--- config.mk ---
export PLATFORM = sky130hd
export DESIGN_NAME = mult_div_unit
export DESIGN_NICKNAME = d
export VERILOG_FILES = /design/src/rtl/mult_div_unit_pkg.sv /design/src/rtl/mult_div_unit_div_core.sv /design/src/rtl/mult_div_unit.sv
export SDC_FILE = /design/constraint.sdc
export NUM_CORES = 2
export LEC_CHECK = 0
export ABC_AREA = 1
export CAP_MARGIN = 20
export CORE_ASPECT_RATIO = 0.7
export CORE_MARGIN = 3
export CORE_UTILIZATION = 43
export CTS_CLUSTER_DIAMETER = 200
export CTS_CLUSTER_SIZE = 14
export DETAILED_ROUTE_END_ITERATION = 16
export GPL_TIMING_DRIVEN = 0
export RECOVER_POWER = 100
export REMOVE_ABC_BUFFERS = 1
export SLEW_MARGIN = 0
export SYNTH_ARGS = -nofsm -noshare
export SYNTH_HDL_FRONTEND = slang
export SYNTH_SLANG_ARGS = --single-unit
--- constraint.sdc ---
create_clock -name clk -period 11 [get_ports clk]
set_input_delay 2.2 -clock clk [delete_from_list [all_inputs] [get_ports clk]]
set_output_delay 2.2 -clock clk [all_outputs]
set_load 0.05 [all_outputs]
--- src/rtl/mult_div_unit_pkg.sv ---
// rv32i_types: RV32M funct3 encoding and mult/div unit state encoding
package rv32i_types;

  typedef enum logic [2:0] {
    MO_MUL    = 3'd0,
    MO_MULH   = 3'd1,
    MO_MULHSU = 3'd2,
    MO_MULHU  = 3'd3,
    MO_DIV    = 3'd4,
    MO_DIVU   = 3'd5,
    MO_REM    = 3'd6,
    MO_REMU   = 3'd7
  } mul_ops_t;

  typedef enum logic [1:0] {
    S_IDLE = 2'd0,
    S_MUL  = 2'd1,
    S_DIV  = 2'd2,
    S_DONE = 2'd3
  } mdu_state_t;

  localparam int DIV_STEPS = 32;

  // Divide/remainder ops whose operands are two's complement (funct3 bit 0 clear)
  function automatic logic div_signed(input mul_ops_t op);
    return !op[0];
  endfunction

endpackage

--- src/rtl/mult_div_unit_div_core.sv ---
// div_core: unsigned 32-bit restoring divider, one quotient bit per cycle
module div_core
  import rv32i_types::*;
(
  input  logic        clk,
  input  logic        start,
  input  logic [31:0] dividend,
  input  logic [31:0] divisor,
  input  logic        abort,
  output logic [31:0] quotient,
  output logic [31:0] remainder,
  output logic        done
);

  logic [31:0] r_rem, r_quo, r_dvs;
  logic [4:0]  r_cnt;
  logic        r_busy, r_done;
  logic [31:0] w_src_rem, w_src_quo, w_src_dvs;
  logic [32:0] w_sh, w_diff;
  logic        w_ge;

  // One restoring step; the start cycle performs the first step on the fresh operands
  always_comb begin
    w_src_rem = start ? 32'd0 : r_rem;
    w_src_quo = start ? dividend : r_quo;
    w_src_dvs = start ? divisor : r_dvs;
    w_sh      = {w_src_rem, w_src_quo[31]};
    w_diff    = w_sh - {1'b0, w_src_dvs};
    w_ge      = !w_diff[32];
  end

  // Iteration registers; done pulses the cycle after the 32nd step
  always_ff @(posedge clk) begin
    if (abort) begin
      r_busy <= 1'b0;
      r_done <= 1'b0;
    end else begin
      r_done <= r_busy && r_cnt == 5'd1 && !start;
      if (start) begin
        r_busy <= 1'b1;
        r_cnt  <= 5'(DIV_STEPS - 1);
        r_dvs  <= divisor;
      end else if (r_busy) begin
        r_cnt  <= r_cnt - 5'd1;
        r_busy <= r_cnt != 5'd1;
      end
    end
    if (start || r_busy) begin
      r_rem <= w_ge ? w_diff[31:0] : w_sh[31:0];
      r_quo <= {w_src_quo[30:0], w_ge};
    end
  end

  assign quotient  = r_quo;
  assign remainder = r_rem;
  assign done      = r_done;

endmodule

--- src/rtl/mult_div_unit.sv ---
// mult_div_unit: RV32M execute unit with fixed-latency multiply and iterative divide
module mult_div_unit
  import rv32i_types::*;
#(
  parameter int MUL_LAT       = 2,
  parameter int ROB_IDX_WIDTH = 5
) (
  input  logic                     clk,
  input  logic                     rst,
  input  logic                     issue_valid,
  input  logic [2:0]               issue_multop,
  input  logic [31:0]              issue_rs1_data,
  input  logic [31:0]              issue_rs2_data,
  input  logic [4:0]               issue_rd_addr,
  input  logic [ROB_IDX_WIDTH-1:0] issue_rob_idx,
  input  logic                     flush,
  output logic                     unit_ready,
  output logic                     mul_valid,
  output logic [31:0]              mul_data,
  output logic [4:0]               mul_rd_addr,
  output logic [ROB_IDX_WIDTH-1:0] mul_rob_idx
);

  mdu_state_t r_state, w_next;
  mul_ops_t   r_op, w_op;
  logic [31:0] r_a, r_b, r_data;
  logic [4:0]  r_rd, r_out_rd;
  logic [ROB_IDX_WIDTH-1:0] r_rob, r_out_rob;
  logic [15:0] r_cnt;
  logic r_first, r_qneg, r_rneg, r_bz;
  logic w_idle, w_accept, w_load, w_sa, w_sb, w_neg_a, w_neg_b, w_start, w_abort, w_done;
  logic [31:0] w_ma, w_mb, w_abs_a, w_abs_b, w_quo, w_rem, w_q_fix, w_r_fix, w_result;
  logic signed [32:0] w_xa, w_xb;
  logic signed [63:0] w_prod;

  assign w_idle     = r_state == S_IDLE;
  assign unit_ready = w_idle && rst;
  assign w_accept   = issue_valid && unit_ready && !flush;

  // Multiply datapath; in IDLE it reads the issue port so a one-cycle latency still works
  always_comb begin
    w_op   = w_idle ? mul_ops_t'(issue_multop) : r_op;
    w_ma   = w_idle ? issue_rs1_data : r_a;
    w_mb   = w_idle ? issue_rs2_data : r_b;
    w_sa   = w_op != MO_MULHU;
    w_sb   = w_op == MO_MUL || w_op == MO_MULH;
    w_xa   = {w_sa & w_ma[31], w_ma};
    w_xb   = {w_sb & w_mb[31], w_mb};
    w_prod = 64'(w_xa) * 64'(w_xb);
  end

  // Divide sign handling: magnitudes into the core, signs reapplied on the way out
  always_comb begin
    w_neg_a  = div_signed(r_op) && r_a[31];
    w_neg_b  = div_signed(r_op) && r_b[31];
    w_abs_a  = w_neg_a ? -r_a : r_a;
    w_abs_b  = w_neg_b ? -r_b : r_b;
    w_q_fix  = r_bz ? 32'hFFFF_FFFF : r_qneg ? -w_quo : w_quo;
    w_r_fix  = r_bz ? r_a : r_rneg ? -w_rem : w_rem;
    w_result = r_state == S_DIV ? (r_op[1] ? w_r_fix : w_q_fix)
             : (w_op == MO_MUL ? w_prod[31:0] : w_prod[63:32]);
  end

  assign w_start = r_state == S_DIV && r_first;
  assign w_abort = flush || !rst;

  div_core u_div_core (
    .clk       (clk),
    .start     (w_start),
    .dividend  (w_abs_a),
    .divisor   (w_abs_b),
    .abort     (w_abort),
    .quotient  (w_quo),
    .remainder (w_rem),
    .done      (w_done)
  );

  // Next-state logic; flush always wins and drops whatever is in flight
  always_comb begin
    w_next = r_state;
    if (flush)
      w_next = S_IDLE;
    else if (r_state == S_IDLE)
      w_next = w_accept ? (issue_multop[2] ? S_DIV : (MUL_LAT == 1 ? S_DONE : S_MUL)) : S_IDLE;
    else if (r_state == S_MUL)
      w_next = r_cnt == 16'd1 ? S_DONE : S_MUL;
    else if (r_state == S_DIV)
      w_next = w_done ? S_DONE : S_DIV;
    else
      w_next = S_IDLE;
    w_load = w_next == S_DONE && r_state != S_DONE;
  end

  // State, operand latches and the held CDB output registers
  always_ff @(posedge clk) begin
    if (!rst) begin
      r_state   <= S_IDLE;
      r_op      <= MO_MUL;
      r_a       <= '0;
      r_b       <= '0;
      r_rd      <= '0;
      r_rob     <= '0;
      r_cnt     <= '0;
      r_first   <= 1'b0;
      r_qneg    <= 1'b0;
      r_rneg    <= 1'b0;
      r_bz      <= 1'b0;
      r_data    <= '0;
      r_out_rd  <= '0;
      r_out_rob <= '0;
    end else begin
      r_state <= w_next;
      if (w_accept) begin
        r_op    <= mul_ops_t'(issue_multop);
        r_a     <= issue_rs1_data;
        r_b     <= issue_rs2_data;
        r_rd    <= issue_rd_addr;
        r_rob   <= issue_rob_idx;
        r_cnt   <= 16'(MUL_LAT - 1);
        r_first <= 1'b1;
      end else begin
        r_first <= 1'b0;
        if (r_state == S_MUL)
          r_cnt <= r_cnt - 16'd1;
      end
      if (w_start) begin
        r_qneg <= w_neg_a ^ w_neg_b;
        r_rneg <= w_neg_a;
        r_bz   <= r_b == 32'd0;
      end
      if (w_load) begin
        r_data    <= w_result;
        r_out_rd  <= w_idle ? issue_rd_addr : r_rd;
        r_out_rob <= w_idle ? issue_rob_idx : r_rob;
      end
    end
  end

  assign mul_valid   = r_state == S_DONE && rst && !flush;
  assign mul_data    = r_data;
  assign mul_rd_addr = r_out_rd;
  assign mul_rob_idx = r_out_rob;

endmodule

# After elaboration in Yosys (flattened, before gate mapping)
# Index checks and enable logic that the tools add are counted.
# word_totals
inputBits,81
regBits,244
word_cells,102
out_inout_bits,44
# op_classes
multipliers,1
eq_ne,10
reduce_logical,26
bitwise,5
n_mux,32
addsub,7
# op_table
operator,n
$mux 32,15
$neg 32->32,4
$mul 33x33->64,1
$sub 33x32->33,1
$logic_not 32->1,1
$eq 16x1->1 const B,1
$sub 16x1->16 const B,1
$mux 5,3
$mux 2,7
$logic_and 1x1->1,11
$eq 2x2->1 const B,3
$mux 1,6
$eq 5x1->1 const B,1
$logic_not 1->1,5
$ne 5x1->1 const B,1
$sub 5x1->5 const B,1
$reduce_bool 2->1,2
$eq 3x1->1 const B,1
$logic_not 3->1,1
$logic_or 1x1->1,3
$mux 3,1
$ne 3x2->1 const B,1
$and 1x1->1,2
$eq 2x1->1 const B,1
6 further kinds,7

# Depth between registers and ports, before layout
# logic_depth
ltp_word,9
mapped_depth,41

# By module
# From an unflattened synthesis, not the netlist that was laid out.
# unflattened
cells_unflattened,7471
area_unflattened_um2,56205.2
# modules_own_cells
module,seq_area_each_um2,area_per_inst_um2,n_inst,cells_each
mult_div_unit,2822.7,48766.8,1,6407
div_core,3072.9,7438.4,1,1064

# Worst setup path before layout
# OpenSTA, ideal clock, no wires.
# synth_timing
path_kind,input-to-reg
startpoint,input port issue_rs1_data[31]
endpoint,"register r_data[21], in the netlist mul_data[21]"
required_ns,10.868
t_arrival_ns,9.434
path_stages,30
path_slack_ns,1.434
path_buffers,1
path_cell_list,inv_1 -> nand2_1 -> o21ai_2 -> clkinv_1 -> nand2_1 -> clkinv_1 -> clkbuf_1 -> nand2_1 -> inv_1 -> fa_1 -> fa_1 -> fa_1 -> fa_1 -> inv_1 -> fa_1 -> fa_1 -> fa_1 -> fa_1 -> inv_1 -> ha_1 -> a21o_1 -> a31oi_1 -> o21ai_0 -> a21oi_1 -> nand3_1 -> or2_2 -> nand3_1 -> nand3_1 -> nand2_1 -> a21oi_1
# synth_between
elab_chain_len,5
# synth_lines
item,line,source
start: declaration,mult_div_unit.sv:12,"input logic [31:0] issue_rs1_data,"
$mux 32 (*),mult_div_unit.sv:43,w_ma = w_idle ? issue_rs1_data : r_a;
$and 1x1->1,mult_div_unit.sv:47,"w_xa = {w_sa & w_ma[31], w_ma};"
$mul 33x33->64 (*),mult_div_unit.sv:49,w_prod = 64'(w_xa) * 64'(w_xb);
$mux 32 (*),mult_div_unit.sv:61,: (w_op == MO_MUL ? w_prod[31:0] : w_prod[63:32]);
$mux 32 (*),mult_div_unit.sv:60,w_result = r_state == S_DIV ? (r_op[1] ? w_r_fix : w_q_fix)
end signal: assignment,mult_div_unit.sv:132,r_data <= w_result;
end: declaration,mult_div_unit.sv:26,"logic [31:0] r_a, r_b, r_data;"
# Mark *: on every way between the ends. The rest lies on a longest branch, timed or not.
# A chain may end at the register's enable or synchronous reset.

# Worst setup path after layout
# layout_timing
startpoint,input port issue_rs1_data[31]
endpoint,"register r_data[24], in the netlist mul_data[24]"
# The elaborated chain is that of the path after synthesis.

==> impl.org <==
** Floorplanning
- Top Ports :: 125
- The die is 305 um tall.
- The die covers 0.132 sq mm.
- In this run the horizontal extent of the chip is 433 um.
- Initial Utilization :: 43.5%
- After floorplanning, the core was divided into 109 placement rows.
- Total core area :: 0.127 sq mm

** Timing
- The number of max-slew violations in the final report is 304.
- Max Clock Freq :: 91.9 MHz
- Slew margin rel. :: -137%
- Worst slew pin tran :: 3.56 ns
- Across the routed clock network, the largest skew measured is 0.0590 ns.
- For the finished layout, the period the worst path requires is 10.88 ns.
- Setup repair after global routing left no endpoint under its margin.
- After layout, the worst path uses 98.9% of the clock period.
- The tightest hold path in the finished design has a slack of 0.465 ns.
- Number of setup violations in the final report :: 0
- Summed over all failing endpoints, the final setup total negative slack is 0 ns.
- The final hold violation count came to 0.

** Yosys
- Yosys printed 0 warnings.
- In this run, synthesis produced a sequential element count of 244.
- Counting flops with a built-in enable in the synthesized netlist gives 101.
- In the synthesized netlist the async set-or-reset flop fraction comes to 0%.
- Library cell with the highest instance count after synthesis :: nand2_1
- Area leader, netlist :: fa_1
- Distinct cell type count after synthesis :: 50
- Netlist Area Pre-Place :: 0.0550 sq mm
- The average instance in the mapped netlist occupies 7.73 sq um.
- For this run, the leading register cell type out of synthesis is dfxtp_1.
- Share of the synthesized area in the top cell type :: 41.0%
- Top cells by instance count after synthesis :: nand2_1 (1618), inv_1 (1577), fa_1 (1126)
- Summing the sequential cell areas from Yosys gives 10.7% of the chip area.
- Synthesis handed over a netlist of 7114 instances.
- In the post-synthesis netlist, the biggest area contributors are fa_1 (41%), nand2_1 (11%), inv_1 (11%).

** Placed design
- Summed over all nets, the half-perimeter wirelength after detailed placement is 175 mm.
- Number of cells after detailed placement :: 8709
- Input and output buffers added on the ports amount to 124.
- The congestion estimate from routability-driven global placement came to 1.03.

** Detailed routing
- Routed wire length per instance :: 23.9 um
- First-pass detailed-route iteration total :: 8
- Overall routed net length :: 209 mm
- In the routed design, unresolved DRC markers number 0.
- The detailed router finished its first iteration with 5145 violations.
- Via total after detailed routing :: 47700
- Once detail routing completed, the nets flagged for antenna violations numbered 0.
- Vias per cell :: 5.43

** Worst setup path
- Length in cells of the worst reg-to-reg path :: 36
- FF-to-FF Start :: r_state[0]$_SDFF_PN0_
- Slack of the worst reg-to-reg path :: 0.44 ns
- STA classifies the critical path endpoint as a register.
- Data on the critical path arrives at its endpoint at 11.29 ns.
- Along the worst path, the maximum fanout reaches 18.
- In this run the critical register-to-register path is captured at mul_data[20]$_SDFFE_PN0P_.
- CP Buf/Inv Count :: 9
- On the critical path, the stage with the largest delay is an instance of fa_2.
- The worst setup path is launched from a primary input.
- In this design, the stage delay of the slowest critical-path cell is 0.70 ns.
- The critical path is of the primary input to register type.
- Critical path's most frequent cell :: fa_1
- Data on the critical path is required at its endpoint by 11.41 ns.
- Family with the most delay on the worst path :: adder cells
- Number of cells on the critical path :: 32

** Clock network
- Clock-pin slew was measured on the worst setup and hold paths at 0.07 ns.
- CTS Hold Buffers Added :: 0
- TritonCTS clock tree :: done
- CTS built an H-tree with a depth of 1.
- Counting the buffers created by CTS gives 21.
- The cell sitting at the root of the clock tree is a clkbuf_16.
- No sink is reached through more buffers than the 3 on the longest clock path.
- Clock latency at the later pin of the worst-skew pair :: 0.59 ns
- TritonCTS sink count :: 244

** Run status
- The checks that failed: max-capacitance violations, max-slew violations.
- The flow ran to the end, but the final reports show violations.

** Cells and area
- Relative to the synthesized area, the layout overhead comes to 9.54%.
- Filler-free cell count of the finished design :: 8768
- Ratio of cells with drive above 1 in the final layout :: 4.32%
- The net count of the finished layout is 8547.

** Min path
- The worst hold path belongs to the class register to register.
- Instance count along the most critical hold path :: 2
- In this run the most critical hold path is launched from mul_data[24]$_SDFFE_PN0P_.
- The worst hold path terminates at mul_data[24]$_SDFFE_PN0P_.

** Global route
- Global-route wire length before repair :: 311 mm
- Entering global routing, the biggest net connects 75 pins.
- Tot GR Track Use :: 31.7%
- The initial antenna violation count came to 5.
- Sum of overflow across all layers after global routing :: 0
- Via count of the first global-routing pass :: 47100

** Run
- Reported max-cap violation count :: 6
state kept, by name, summed over array words and instances (netlist names), 3 cells and up:
name,flops
u_div_core.quotient,32
mul_data,32
r_b,32
mul_rob_idx,5
u_div_core.remainder,32
r_a,32
r_rob,5
r_rd,5
r_cnt,16
u_div_core.r_cnt,5
u_div_core.r_dvs,32
r_op,3
mul_rd_addr,5
how the worst max path moves through the flow:
| stage | start | endpoint | slack (ns) |
|---|---|---|---|
| final | issue_rs1_data[31] | mul_data[24]$_SDFFE_PN0P_ | 0.12 |
| after floorplan | r_state[1]$_SDFF_PN0_ | mul_data[21]$_SDFFE_PN0P_ | -1.54 |
| after CTS | issue_rs2_data[2] | mul_data[13]$_SDFFE_PN0P_ | 0.06 |
| after global routing | issue_rs1_data[31] | mul_data[11]$_SDFFE_PN0P_ | 0.002 |
| after global placement | r_state[1]$_SDFF_PN0_ | mul_data[21]$_SDFFE_PN0P_ | -10.74 |
| after detailed placement | issue_rs1_data[31] | mul_data[24]$_SDFFE_PN0P_ | -2.66 |
layout by cell type, fill, tap and decap left out, types with 79 or more instances in the layout:
cell type,count
a21oi_1,291
nor2_1,659
nand3_1,251
nand2_1,1617
fa_1,1122
xor2_1,88
clkdlybuf4s50_1,79
edfxtp_1,101
o21ai_0,333
ha_1,238
inv_1,1566
dfxtp_1,142
metal layers:
metal	share of wire, %	up-vias	GRT usage [%]
met5	0.0062	-	0
met4	2.1	2	5.58
met3	13	198	10.7
met2	40	2343	43.1
met1	45	23900	48.9
li1	-	21200	-
final cells by class:
cell class / instances / area [sq um]
Fill cell: 12700 / 66300
Multi-Input combinational cell: 4985 / 42400
Inverter: 1609 / 6110
Sequential cell: 244 / 5900
Timing Repair Buffer: 226 / 3120
Tap cell: 1665 / 2080
Clock buffer: 34 / 574
Clock inverter: 2 / 17.5
Timing Repair inverter: 1 / 5.00
Antenna cell: 2 / 5.00
metrics by stage:
step	cell area, sq um	setup WS (ns)	util [%]
finish	60200	0.116	47.6
global route	60200	0.00225	47.6
CTS	60100	0.0562	47.5
detailed placement	59400	-2.66	46.9
global placement	57100	-10.74	45.1
floorplan	53800	-1.54	-
repair_timing:
item | 4_1_cts | 5_1_grt
buffers inserted | 4 | 11
pin swaps | 2 | 5
gates resized for setup | 28 | 40
setup endpoints to repair | 30 | 25
gates cloned | 0 | 2
worst min-delay path, stage by stage, from the launching register on:
cell	delay (ns)
dfxtp_1	0.31
nand2_1	0.06
a21oi_1	0.06
kinds of logic after synthesis:
family          after synthesis  synth area share [%]
buf+inv                    1886                  13.2
flops                       244                  10.7
fa+ha+maj                  1378                  46.7
simple gates               2705                  19.9
xor+xnor                    102                  1.62
compound gates              799                  7.86
Power is left out: the tool's default activity adds up to more than one toggle a clock period on the data nets, which glitch-free logic cannot reach.
